===== src/rtl/rle_capture_encoder.sv =====
// Run-length encoder between probe bus and capture memory: collapses repeated
// samples into {count, value} records buffered in a FWFT FIFO. Optional trigger-split via RLE_TRIGGER_EN.
module rle_capture_encoder #(
    parameter int DATA_WIDTH = 16,
    parameter int CNT_WIDTH  = 8,
    parameter int FIFO_DEPTH = 4
) (
    input  logic                          clk,
    input  logic                          rst_l,
    input  logic                          sys_run,
    input  logic [DATA_WIDTH-1:0]         data_in,
    output logic [CNT_WIDTH+DATA_WIDTH-1:0] rec_data,
    output logic                          rec_valid,
    input  logic                          rec_ready,
    output logic                          run_active,
    output logic                          overflow
`ifdef RLE_TRIGGER_EN
    ,
    input  logic [DATA_WIDTH-1:0]         trig_value,
    input  logic [DATA_WIDTH-1:0]         trig_mask,
    output logic                          trig_hit
`endif
);

    localparam int REC_W = CNT_WIDTH + DATA_WIDTH;
    localparam int AW    = $clog2(FIFO_DEPTH);
    localparam logic [CNT_WIDTH-1:0] CMAX = '1;

    typedef enum logic {IDLE, RUN} state_t;

    state_t                state, state_nxt;
    logic [DATA_WIDTH-1:0] cur_value, value_nxt;
    logic [CNT_WIDTH-1:0]  cur_count, count_nxt;
    logic                  push;
    logic [REC_W-1:0]      push_rec;
    logic                  trig_start;

`ifdef RLE_TRIGGER_EN
    logic trig_match, prev_match;

    // Only the rising edge of a match splits a run, so a held match does not chop every sample.
    assign trig_match = ((data_in ^ trig_value) & trig_mask) == '0;
    assign trig_start = (state == RUN) && sys_run && trig_match && !prev_match;

    always_ff @(posedge clk or negedge rst_l) begin
        if (!rst_l) begin
            prev_match <= 1'b0;
            trig_hit   <= 1'b0;
        end else begin
            prev_match <= trig_match;
            trig_hit   <= trig_start;
        end
    end
`else
    assign trig_start = 1'b0;
`endif

    always_comb begin
        state_nxt = state;
        value_nxt = cur_value;
        count_nxt = cur_count;
        push      = 1'b0;
        push_rec  = {cur_count, cur_value};
        case (state)
            IDLE: begin
                if (sys_run) begin
                    state_nxt = RUN;
                    value_nxt = data_in;
                    count_nxt = '0;
                end
            end
            RUN: begin
                if (!sys_run) begin
                    push      = 1'b1;
                    state_nxt = IDLE;
                end else if (data_in != cur_value || trig_start) begin
                    push      = 1'b1;
                    value_nxt = data_in;
                    count_nxt = '0;
                end else if (cur_count == CMAX) begin
                    // Saturated: emit and restart the same value at count 0.
                    push      = 1'b1;
                    count_nxt = '0;
                end else begin
                    count_nxt = cur_count + 1'b1;
                end
            end
            default: state_nxt = IDLE;
        endcase
    end

    always_ff @(posedge clk or negedge rst_l) begin
        if (!rst_l) begin
            state     <= IDLE;
            cur_value <= '0;
            cur_count <= '0;
        end else begin
            state     <= state_nxt;
            cur_value <= value_nxt;
            cur_count <= count_nxt;
        end
    end

    assign run_active = (state == RUN);

    logic [AW:0]      wr_ptr, rd_ptr;
    logic [REC_W-1:0] mem [FIFO_DEPTH];
    logic             empty, full, pop, wr_en;

    assign empty = (wr_ptr == rd_ptr);
    assign full  = (wr_ptr[AW] != rd_ptr[AW]) && (wr_ptr[AW-1:0] == rd_ptr[AW-1:0]);
    assign pop   = rec_valid && rec_ready;
    // A push into a full FIFO lands in the slot being popped the same edge.
    assign wr_en = push && (!full || pop);

    always_ff @(posedge clk) begin
        if (wr_en) mem[wr_ptr[AW-1:0]] <= push_rec;
    end

    always_ff @(posedge clk or negedge rst_l) begin
        if (!rst_l) begin
            wr_ptr   <= '0;
            rd_ptr   <= '0;
            overflow <= 1'b0;
        end else begin
            if (wr_en) wr_ptr <= wr_ptr + 1'b1;
            if (pop)   rd_ptr <= rd_ptr + 1'b1;
            if (push && !wr_en) overflow <= 1'b1;
        end
    end

    assign rec_valid = !empty;
    assign rec_data  = rec_valid ? mem[rd_ptr[AW-1:0]] : '0;

endmodule


===== config.mk =====
export PLATFORM = sky130hd
export DESIGN_NAME = rle_capture_encoder
export DESIGN_NICKNAME = d
export VERILOG_FILES = /design/src/rtl/rle_capture_encoder.sv
export SDC_FILE = /design/constraint.sdc
export NUM_CORES = 1
export LEC_CHECK = 0
export ABC_AREA = 0
export BUFFER_PORTS_ARGS = -buffer_cell sky130_fd_sc_hd__buf_2
export CAP_MARGIN = 20
export CELL_PAD_IN_SITES_DETAIL_PLACEMENT = 1
export CELL_PAD_IN_SITES_GLOBAL_PLACEMENT = 1
export CORE_MARGIN = 3
export CORE_UTILIZATION = 27
export CTS_BUF_LIST = sky130_fd_sc_hd__clkbuf_8 sky130_fd_sc_hd__clkbuf_16
export DETAILED_ROUTE_END_ITERATION = 8
export PLACE_DENSITY = 0.51
export REMOVE_ABC_BUFFERS = 1
export SKIP_CTS_REPAIR_TIMING = 1
export SLEW_MARGIN = 20
export SYNTH_ARGS = -nofsm -noshare
export SYNTH_HDL_FRONTEND = slang
export SYNTH_SLANG_ARGS = --single-unit
export TNS_END_PERCENT = 50

===== constraint.sdc =====
create_clock -name clk -period 10 [get_ports clk]
set_clock_uncertainty 0.1 [all_clocks]
set_input_delay 3 -clock clk [delete_from_list [all_inputs] [get_ports clk]]
set_output_delay 3 -clock clk [all_outputs]
set_load 0.01 [all_outputs]

==> reports/qor.yml <==
setup_path:
  critical_path.startpoint: "rd_ptr[0]"
  r2r_start: "rd_ptr[0]"
  cp.required_ps: 6900
  r2r-end: "mem[2][2]"
  setup.worst_path.end_class: "output port"
  r2r_setup_slack_ps: 6920
  critical_path_class: "flip-flop to output port"
  crit_end: "rec_data[21]"
  r2r_cells: 6
  path_max_fanout: 27
  crit_arrival_ps: 2660
  startpoint_type: "flip-flop"
synthesis:
  ys_warn_count: 0
  seq_area_frac_synth: 0.681
  synth_area_per_cell_um2: 18.0
  async_flop_share: 0.250
  ys_types: 41
  synth_seq_cells: 128
  synth_flop_cell: "edfxtp_1"
  synth_edf_count: 96
  netlist_instances: 301
  synth_area_mm2: 0.00541
clocking:
  clk_pin_slew_ps: 60
  cts_tree: "yes"
  h-tree-depth: 4
  clk_path_buf_depth: 2
  root_buffer: "clkbuf_16"
  cts_sinks: 128
  cts_made_buffers: 17
  clock_latency_ps: 420
sta:
  setup_violations: 0
  hold_viol: 0
  final.setup.tns_ps: 0
  rsz0062_at_grt: "no"
  fmax_mhz: 174
  min_period_ps: 5760
  fin_crit_sh: 0.576
  tightest_slew_ps: 968
  slew_viol_final: 0
  worst_slew_margin_rel: 0.355
final_layout:
  nFillCells: 2035
  multiInputGateArea_mm2: 0.00163
  final_cells: 637
  layout.nets: 385
  layout-area-overhead-vs-synth_pct: 20.7
  drive_gt1_frac: 0.358
  seqCellArea_mm2: 0.00368
  n_antenna_cell: 0
drt:
  wl_um: 11300
  routedWlPerCell_um: 17.8
  initialDrtViolationCount: 123
  drtPass1Iterations: 4
  via_per_inst: 4.28
  drtAntennaViolNets: 0
  vias: 2726
  drt_drc_violations_left: 0
power:
  p_per_area_mw_per_mm2: 295
  p_leak_nw: 2.36
  vdd_drop_max_mv: 0.109
  p_total_mw: 1.93
global_routing:
  grt_max_degree: 33
  grt.overflow.total: 0
  track_usage: 0.115
  met1_usage: 0.134
  antenna_found_initial: 0
  met2_usage: 0.196
  grt_busiest_layer: "met2"
  grt_pass1_vias: 3182
  grt_pass1_wl_um: 18300
  use_met3: 0.0411
status:
  status: "finished, final reports clean"
flow_run:
  cap_violations: 0
die:
  fp.coreArea_mm2: 0.0196
  row_count: 51
  dieHeight_um: 148
  start_util: 0.276
  die_w_um: 148
  pin_count: 47
  die_area_mm2: 0.0218
placement:
  hpwl_um: 7040
  dp.cells: 605
  io_buffers: 46
  gp_congestion: 0.681
hold_path:
  hp-class: "flip-flop to flip-flop"
-- cells by family (layout without fill, tap and decap cells) --
logic type	Yosys count	after routing	share of synthesized area
AO/OA/AOI/OAI	19	19	0.0289
buffers and inverters	22	93	0.0197
flip-flops	128	128	0.681
adder cells (fa/ha/maj)	6	6	0.0139
multiplexers	43	43	0.147
AND/OR/NAND/NOR	58	58	0.0694
XOR/XNOR	25	25	0.0405
-- cell type report --
class | count | area share
clock buffer | 17 | 0.0651
clock inverter | 15 | 0.0234
inverter | 10 | 0.00575
multi-input combinational | 151 | 0.250
sequential | 128 | 0.564
tap | 265 | 0.0508
timing repair buffer | 51 | 0.0410
-- cells in the final DEF, fill, tap and decap left out, types with 2 or more instances in the layout --
cell	n
xnor2_1	15
a31oi_1	2
clkinvlp_4	2
bufinv_16	3
nand4_1	2
mux2_2	7
ha_1	6
nor4_4	2
xor2_1	10
clkinv_1	3
buf_2	46
nor2_1	4
and2_1	29
clkbuf_16	17
inv_1	12
o21ai_0	5
mux2_4	11
o22ai_1	2
dfrtp_1	31
edfxtp_1	96
and3_1	2
nand3_1	4
mux4_2	24
o211ai_1	2
nor3_1	2
clkinv_2	4
buf_4	5
nand2_1	6
-- registers in the layout (all words and copies together), names as in the netlist --
register	flops
cur_count	8
cur_value	16
wr_ptr	3
mem	96
overflow	1
run_active	1
rd_ptr	3
-- Yosys cell counts (all sizes together), types with 3 or more instances --
cell	n	area [um2]
nand3	5	30.0
and2	29	181
edfxtp	96	2880
mux4	24	541
clkbuf	7	26.3
nand2	6	22.5
xnor2	15	131
nand4	3	25.0
xor2	10	87.6
nor2	5	21.3
ha	6	75.1
inv	10	37.5
buf	5	42.5
o21ai	6	41.3
mux2	18	244
dfrtp	32	801
-- worst max-delay path, stage by stage (launching register included) --
cell     delay (ps)
dfrtp_2        1000
xnor2_1         200
nand2_1         110
or2_2           530
and2_1          260
buf_2           140
-- stage by stage --
step	hold WS, ps	setup slack, ps	area, um2	utilization
finish	364	4240	6530	0.333
global route	388	3930	6530	0.333
CTS	367	4080	6530	0.333
detailed placement	354	4550	5950	0.304
global placement	356	4560	5950	0.304
floorplan	360	4050	5340	-
-- layer usage --
layer,vias to the layer above,part of all wire
li1,1258,-
met1,1402,0.42
met2,47,0.52
met3,19,0.042
met4,0,0.017
met5,-,0
-- worst min-delay path by stage --
| stage | from | endpoint | cells after the start |
|---|---|---|---|
| after floorplan | wr_ptr[2] | wr_ptr[2] | 1 |
| after global placement | overflow | overflow | 1 |
| after detailed placement | overflow | overflow | 1 |
| after CTS | overflow | overflow | 1 |
| after global routing | overflow | overflow | 1 |
| final | overflow | overflow | 1 |
-- report_power, final --
part / internal, mW / total [mW] / switching [mW]
clock network: 0.385 / 0.601 / 0.217
logic: 0.277 / 0.565 / 0.288
registers: 0.691 / 0.764 / 0.0734
total: 1.35 / 1.93 / 0.578
Power figures use the tool's default switching activity.
